<file path="src/rtl/id_stage_hz.sv">
// rtl/id_stage_hz.sv - MIPS decode stage: regfile, forwarding, load-use stall, flush, ID/EX register
// Optional debug ports and stall counter are built when ID_DEBUG_PORTS_EN is defined.
module id_stage_hz #(
  parameter int DATA_W = 32,
  parameter int ADDR_W = 32,
  parameter int REG_AW = 5,
  parameter int IMM_W  = 16
) (
  input  logic              clk,
  input  logic              rst,
  input  logic              if_valid,
  input  logic [31:0]       if_inst,
  input  logic [ADDR_W-1:0] if_pc4,
  input  logic              cu_sext,
  input  logic              cu_rs_used,
  input  logic              cu_rt_used,
  input  logic              flush,
  input  logic              ex_wreg,
  input  logic              ex_m2reg,
  input  logic [REG_AW-1:0] ex_destR,
  input  logic [DATA_W-1:0] ex_result,
  input  logic              mem_wreg,
  input  logic [REG_AW-1:0] mem_destR,
  input  logic [DATA_W-1:0] mem_result,
  input  logic              wb_wreg,
  input  logic [REG_AW-1:0] wb_destR,
  input  logic [DATA_W-1:0] wb_dest,
  output logic              id_stall,
  output logic              id_valid,
  output logic [ADDR_W-1:0] id_pc4,
  output logic [DATA_W-1:0] id_inA,
  output logic [DATA_W-1:0] id_inB,
  output logic [DATA_W-1:0] id_imm,
  output logic [REG_AW-1:0] rs,
  output logic [REG_AW-1:0] rt,
  output logic [REG_AW-1:0] rd
`ifdef ID_DEBUG_PORTS_EN
  ,
  input  logic [REG_AW-1:0] which_reg,
  output logic [DATA_W-1:0] reg_content,
  input  logic [3:0]        IF_ins_type,
  input  logic [3:0]        IF_ins_number,
  output logic [3:0]        ID_ins_type,
  output logic [3:0]        ID_ins_number,
  output logic [15:0]       stall_cnt
`endif
);

  localparam int NREG = 1 << REG_AW;

  logic [DATA_W-1:0] regs [NREG];
  logic [REG_AW-1:0] rs_f, rt_f, rd_f;
  logic [IMM_W-1:0]  imm_f;
  logic [DATA_W-1:0] imm_ext;
  logic [DATA_W-1:0] op_a, op_b;
  logic              hz;

  assign rs_f  = if_inst[21 +: REG_AW];
  assign rt_f  = if_inst[16 +: REG_AW];
  assign rd_f  = if_inst[11 +: REG_AW];
  assign imm_f = if_inst[IMM_W-1:0];

  // Extend the immediate; the fill bit is the sign bit only when sign extension is requested
  assign imm_ext = {{(DATA_W-IMM_W){imm_f[IMM_W-1] & cu_sext}}, imm_f};

  // A load still in EX cannot supply its data yet; a killed instruction never needs to wait
  assign hz = if_valid && !flush && ex_wreg && ex_m2reg && (ex_destR != '0) &&
              ((cu_rs_used && (rs_f == ex_destR)) || (cu_rt_used && (rt_f == ex_destR)));

  assign id_stall = hz;

  // Register file; entry 0 is never written so it always reads zero
  always_ff @(posedge clk or posedge rst) begin
    if (rst) begin
      for (int i = 0; i < NREG; i++) regs[i] <= '0;
    end else if (wb_wreg && (wb_destR != '0)) begin
      regs[wb_destR] <= wb_dest;
    end
  end

  // rs operand: youngest producer wins, WB gives same-cycle write-through
  always_comb begin
    op_a = regs[rs_f];
    if (rs_f == '0)                                        op_a = '0;
    else if (ex_wreg && (ex_destR == rs_f) && !ex_m2reg)   op_a = ex_result;
    else if (mem_wreg && (mem_destR == rs_f))              op_a = mem_result;
    else if (wb_wreg && (wb_destR == rs_f))                op_a = wb_dest;
  end

  // rt operand: same priority as rs
  always_comb begin
    op_b = regs[rt_f];
    if (rt_f == '0)                                        op_b = '0;
    else if (ex_wreg && (ex_destR == rt_f) && !ex_m2reg)   op_b = ex_result;
    else if (mem_wreg && (mem_destR == rt_f))              op_b = mem_result;
    else if (wb_wreg && (wb_destR == rt_f))                op_b = wb_dest;
  end

  // ID/EX register: flush, hazard or empty slot all produce an all-zero bubble
  always_ff @(posedge clk or posedge rst) begin
    if (rst) begin
      id_valid <= 1'b0;
      id_pc4   <= '0;
      id_inA   <= '0;
      id_inB   <= '0;
      id_imm   <= '0;
      rs       <= '0;
      rt       <= '0;
      rd       <= '0;
    end else if (flush || hz || !if_valid) begin
      id_valid <= 1'b0;
      id_pc4   <= '0;
      id_inA   <= '0;
      id_inB   <= '0;
      id_imm   <= '0;
      rs       <= '0;
      rt       <= '0;
      rd       <= '0;
    end else begin
      id_valid <= 1'b1;
      id_pc4   <= if_pc4;
      id_inA   <= op_a;
      id_inB   <= op_b;
      id_imm   <= imm_ext;
      rs       <= rs_f;
      rt       <= rt_f;
      rd       <= rd_f;
    end
  end

`ifdef ID_DEBUG_PORTS_EN
  assign reg_content = regs[which_reg];

  // Instruction tags travel with the payload and are cleared on bubbles
  always_ff @(posedge clk or posedge rst) begin
    if (rst) begin
      ID_ins_type   <= '0;
      ID_ins_number <= '0;
    end else if (flush || hz || !if_valid) begin
      ID_ins_type   <= '0;
      ID_ins_number <= '0;
    end else begin
      ID_ins_type   <= IF_ins_type;
      ID_ins_number <= IF_ins_number;
    end
  end

  // Saturating count of stalled cycles
  always_ff @(posedge clk or posedge rst) begin
    if (rst) begin
      stall_cnt <= '0;
    end else if (hz && (stall_cnt != 16'hFFFF)) begin
      stall_cnt <= stall_cnt + 16'd1;
    end
  end
`endif

endmodule

</file>
<file path="config.mk">
export PLATFORM = sky130hd
export DESIGN_NAME = id_stage_hz
export DESIGN_NICKNAME = d
export VERILOG_FILES = /design/src/rtl/id_stage_hz.sv
export SDC_FILE = /design/constraint.sdc
export NUM_CORES = 2
export LEC_CHECK = 0
export ABC_AREA = 1
export ABC_CLOCK_PERIOD_IN_PS = 62100
export CORE_ASPECT_RATIO = 1.5
export CORE_MARGIN = 3
export CORE_UTILIZATION = 50
export CTS_BUF_LIST = sky130_fd_sc_hd__clkbuf_16
export CTS_CLUSTER_SIZE = 16
export DETAILED_ROUTE_END_ITERATION = 10
export PLACE_DENSITY = 0.73
export SLEW_MARGIN = 10
export SYNTH_ARGS = -nofsm -noshare
export SYNTH_HDL_FRONTEND = slang
export SYNTH_SLANG_ARGS = --single-unit
</file>
<file path="constraint.sdc">
create_clock -name clk -period 62.1 [get_ports clk]
set_clock_uncertainty 0.1 [all_clocks]
set_input_delay 15.525 -clock clk [delete_from_list [all_inputs] [get_ports clk]]
set_output_delay 15.525 -clock clk [all_outputs]
set_load 0.02 [all_outputs]
</file>
==> results.sh <==
export IMPL_ys_ff_latch=1148
export IMPL_async_flop_share_pct=100
export IMPL_ios=331
export IMPL_wl_per_cell_um=22.4
export IMPL_reg2reg_to="id_inA[31]"
export IMPL_cts_tree="done"
export IMPL_cts_hold_buf=0
export IMPL_period_minus_slack_ps=34130
export IMPL_total_leakage_power_nw=38.3
export IMPL_drt_total_wl_um=263000
export IMPL_fin_total_pwr_mw=2.17
export IMPL_synthFlopType="dfrtp_1"
export IMPL_yosysUniqueCellTypes=23
export IMPL_yosys_top_cells_area="dfrtp_1 (43%), nand2_1 (23%), nand3_1 (10%)"
export IMPL_core_area_um2=132000
export IMPL_numPortBuffers=324
export IMPL_grt_start_max_net_pins=200
export IMPL_rsz0062_at_grt="false"
export IMPL_vias_per_cell=5.93
export IMPL_crit_start="if_inst[19]"
export IMPL_setup_viol=0
export IMPL_holdWs_ps=278
export IMPL_pwr_density_cell_nw_per_um2=29.3
export IMPL_antenna_found_initial=23
export IMPL_crit_slowest_cell="inv_2"
export IMPL_ys_seq_area_share_pct=43.0
export IMPL_die_h_um=454
export IMPL_cts_resized=0
export IMPL_slew_violations=0
export IMPL_yosys_area_top_type_share_pct=43.0
export IMPL_cp_max_fo=34
export IMPL_die_w_um=305
export IMPL_syn_avg_cell_area_um2=6.55
export IMPL_cp_cell_sequence="buf_2, buf_4, inv_2, nand2_1, a21oi_2, buf_4, nand3_1, nand2_1, nand2_2, inv_1, clkdlybuf4s50_1"
export IMPL_placed_area_um2=70100
export IMPL_gp_congestion=0.911
export IMPL_dp_cells=11533
export IMPL_layout_cells_non_filler=11763
export IMPL_synth_most_common_cell="nand2_1"
export IMPL_slowest_delay_ps=760
export IMPL_reg2regPathDepth=10
export IMPL_post_route_util_pct=56.0
export IMPL_overflow=0
export IMPL_crit_arrival_ps=18510
export IMPL_grt_pass1_wl_um=396000
export IMPL_status="finished clean"
export IMPL_grt_pass1_vias=66195
export IMPL_ys_warn_count=0
export IMPL_final_design_area_no_fill_um2=74000
export IMPL_hold_viol=0
export IMPL_ant_nets=0
export IMPL_cts_buffer_depth=3
export IMPL_clock_sinks=1148
export IMPL_irDropWorstVdd_mv=0.0303
export IMPL_crit_path_start_kind="primary input"
export IMPL_clock_fmax_mhz=29.3
export IMPL_synth_largest_area_cell="dfrtp_1"
export IMPL_end_kind="primary output"
export IMPL_worst_pin_slew_ps=1250
export IMPL_hold_path_class="flip-flop to flip-flop"
export IMPL_max_slew_margin_pct=16.9
export IMPL_dr_pass1_iters=10
export IMPL_synthCells=10216
export IMPL_h_tree_depth=3
export IMPL_drt_iter0_drc=9322
export IMPL_nFillCells=12403
export IMPL_drv_cap=0
export IMPL_vias=69739
export IMPL_reg2reg_from="regs[863]"
export IMPL_drive_above_1_share_pct=3.65
export IMPL_mappedNetlistArea_um2=66900
export IMPL_synth_common_cells="nand2_1 (4018), nand3_1 (1385), dfrtp_1 (1148)"
export IMPL_setup_ws_ps=27970
export IMPL_dpl_worst_slack_ps=28140
export IMPL_drcViolationCount=0
export IMPL_fin_setup_tns_ps=0
export IMPL_clk_latency_ps=780
export IMPL_synth_nets=10402
export IMPL_rows=163
export IMPL_crit_type="primary input to primary output"
export IMPL_layout_area_overhead_vs_synth_pct=10.7
export IMPL_synth_edf_count=0
export IMPL_crit_end="id_stall"
export IMPL_period_share_pct=55.0
export IMPL_rrSetupSlack_ps=59640
export IMPL_post_cts_buffers=0
export IMPL_start_util_pct=50.6
export IMPL_nets=10099
export IMPL_cts_buffers=110
export IMPL_hpwl_um=146000
export IMPL_cts_root_buf="clkbuf_16"
export IMPL_dieArea_um2=138000
export IMPL_clkTransAtPathRegs_ps=70
export IMPL_required_ps=46470
export IMPL_grt_usage_pct=37.3
-- cell type report --
type | count | area [µm²] | share of cell area [%]
clock buffer | 114 | 2850 | 3.86
clock inverter | 95 | 960 | 1.30
antenna | 21 | 52.6 | 0.0710
timing repair buffer | 444 | 4300 | 5.81
multi-input combinational | 7087 | 30700 | 41.5
inverter | 1122 | 4260 | 5.75
sequential | 1148 | 28700 | 38.8
tap | 1732 | 2170 | 2.93
-- cell usage in the layout (no fill, tap or decap), types with 7 or more instances in the layout --
cell	n
nand2_1	3990
nand3_1	1383
dfrtp_1	1148
inv_1	1125
o21ai_0	1033
clkdlybuf4s50_1	314
nor2_1	233
a21oi_1	158
nand4_1	133
clkbuf_16	114
buf_4	108
o211ai_1	40
nor3_1	37
nand2_2	28
diode_2	21
clkinv_2	20
clkinv_1	18
bufinv_16	18
o21ai_1	13
xor2_1	12
buf_12	12
clkinvlp_4	10
clkinv_4	7
-- state kept, by name, summed over array words and instances (netlist names) --
signal / flops
regs: 1024
id_inA: 32
id_pc4: 32
rt: 5
rs: 5
id_inB: 32
id_imm: 13
rd: 4
id_valid: 1
-- worst max-delay path, delay by kind of cell --
kind,cells,cell delay [ps]
buffers and inverters,6,2260
AND/OR/NAND/NOR,4,440
AO/OA/AOI/OAI,1,230
-- worst min-delay path by stage --
stage / start / to / slack, ps / depth (start not counted)
2_1_floorplan: regs[1000] / regs[1000] / 330 / 1
3_3_place_gp: regs[1005] / regs[1005] / 260 / 0
3_5_place_dp: regs[1003] / regs[1003] / 270 / 0
4_1_cts: regs[1003] / regs[1003] / 280 / 0
5_1_grt: regs[1012] / regs[1012] / 290 / 0
6_report: regs[1003] / regs[1003] / 280 / 0
-- kinds of logic (layout without fill, tap and decap cells) --
family                    Yosys count  count (layout)  synth area share [%]
and+or+nand+nor                  5823            5823                  36.0
buffers and inverters            1981            1775                  11.4
AOI/OAI and AO/OA                1252            1252                  9.53
DFF                              1148            1148                  43.0
xor gates and xnor gates           12              12                 0.157
other                               0              21                     0
-- power by group --
group | internal (mW) | switching (mW) | total (mW) | leakage, nW
sequential | 0.876 | 0.0633 | 0.940 | 14.7
clock | 0.408 | 0.318 | 0.726 | 1.92
combinational | 0.165 | 0.340 | 0.505 | 21.7
-- routing by layer --
| layer | vias to the layer above | global-route usage (%) | share of wire (%) |
|---|---|---|---|
| met5 | - | 0 | 0.0084 |
| met4 | 4 | 30.4 | 9.5 |
| met3 | 1326 | 9.91 | 13 |
| met2 | 4862 | 58.5 | 44 |
| met1 | 32231 | 42.9 | 34 |
| li1 | 31316 | - | - |
(Power assumes the default switching activity.)
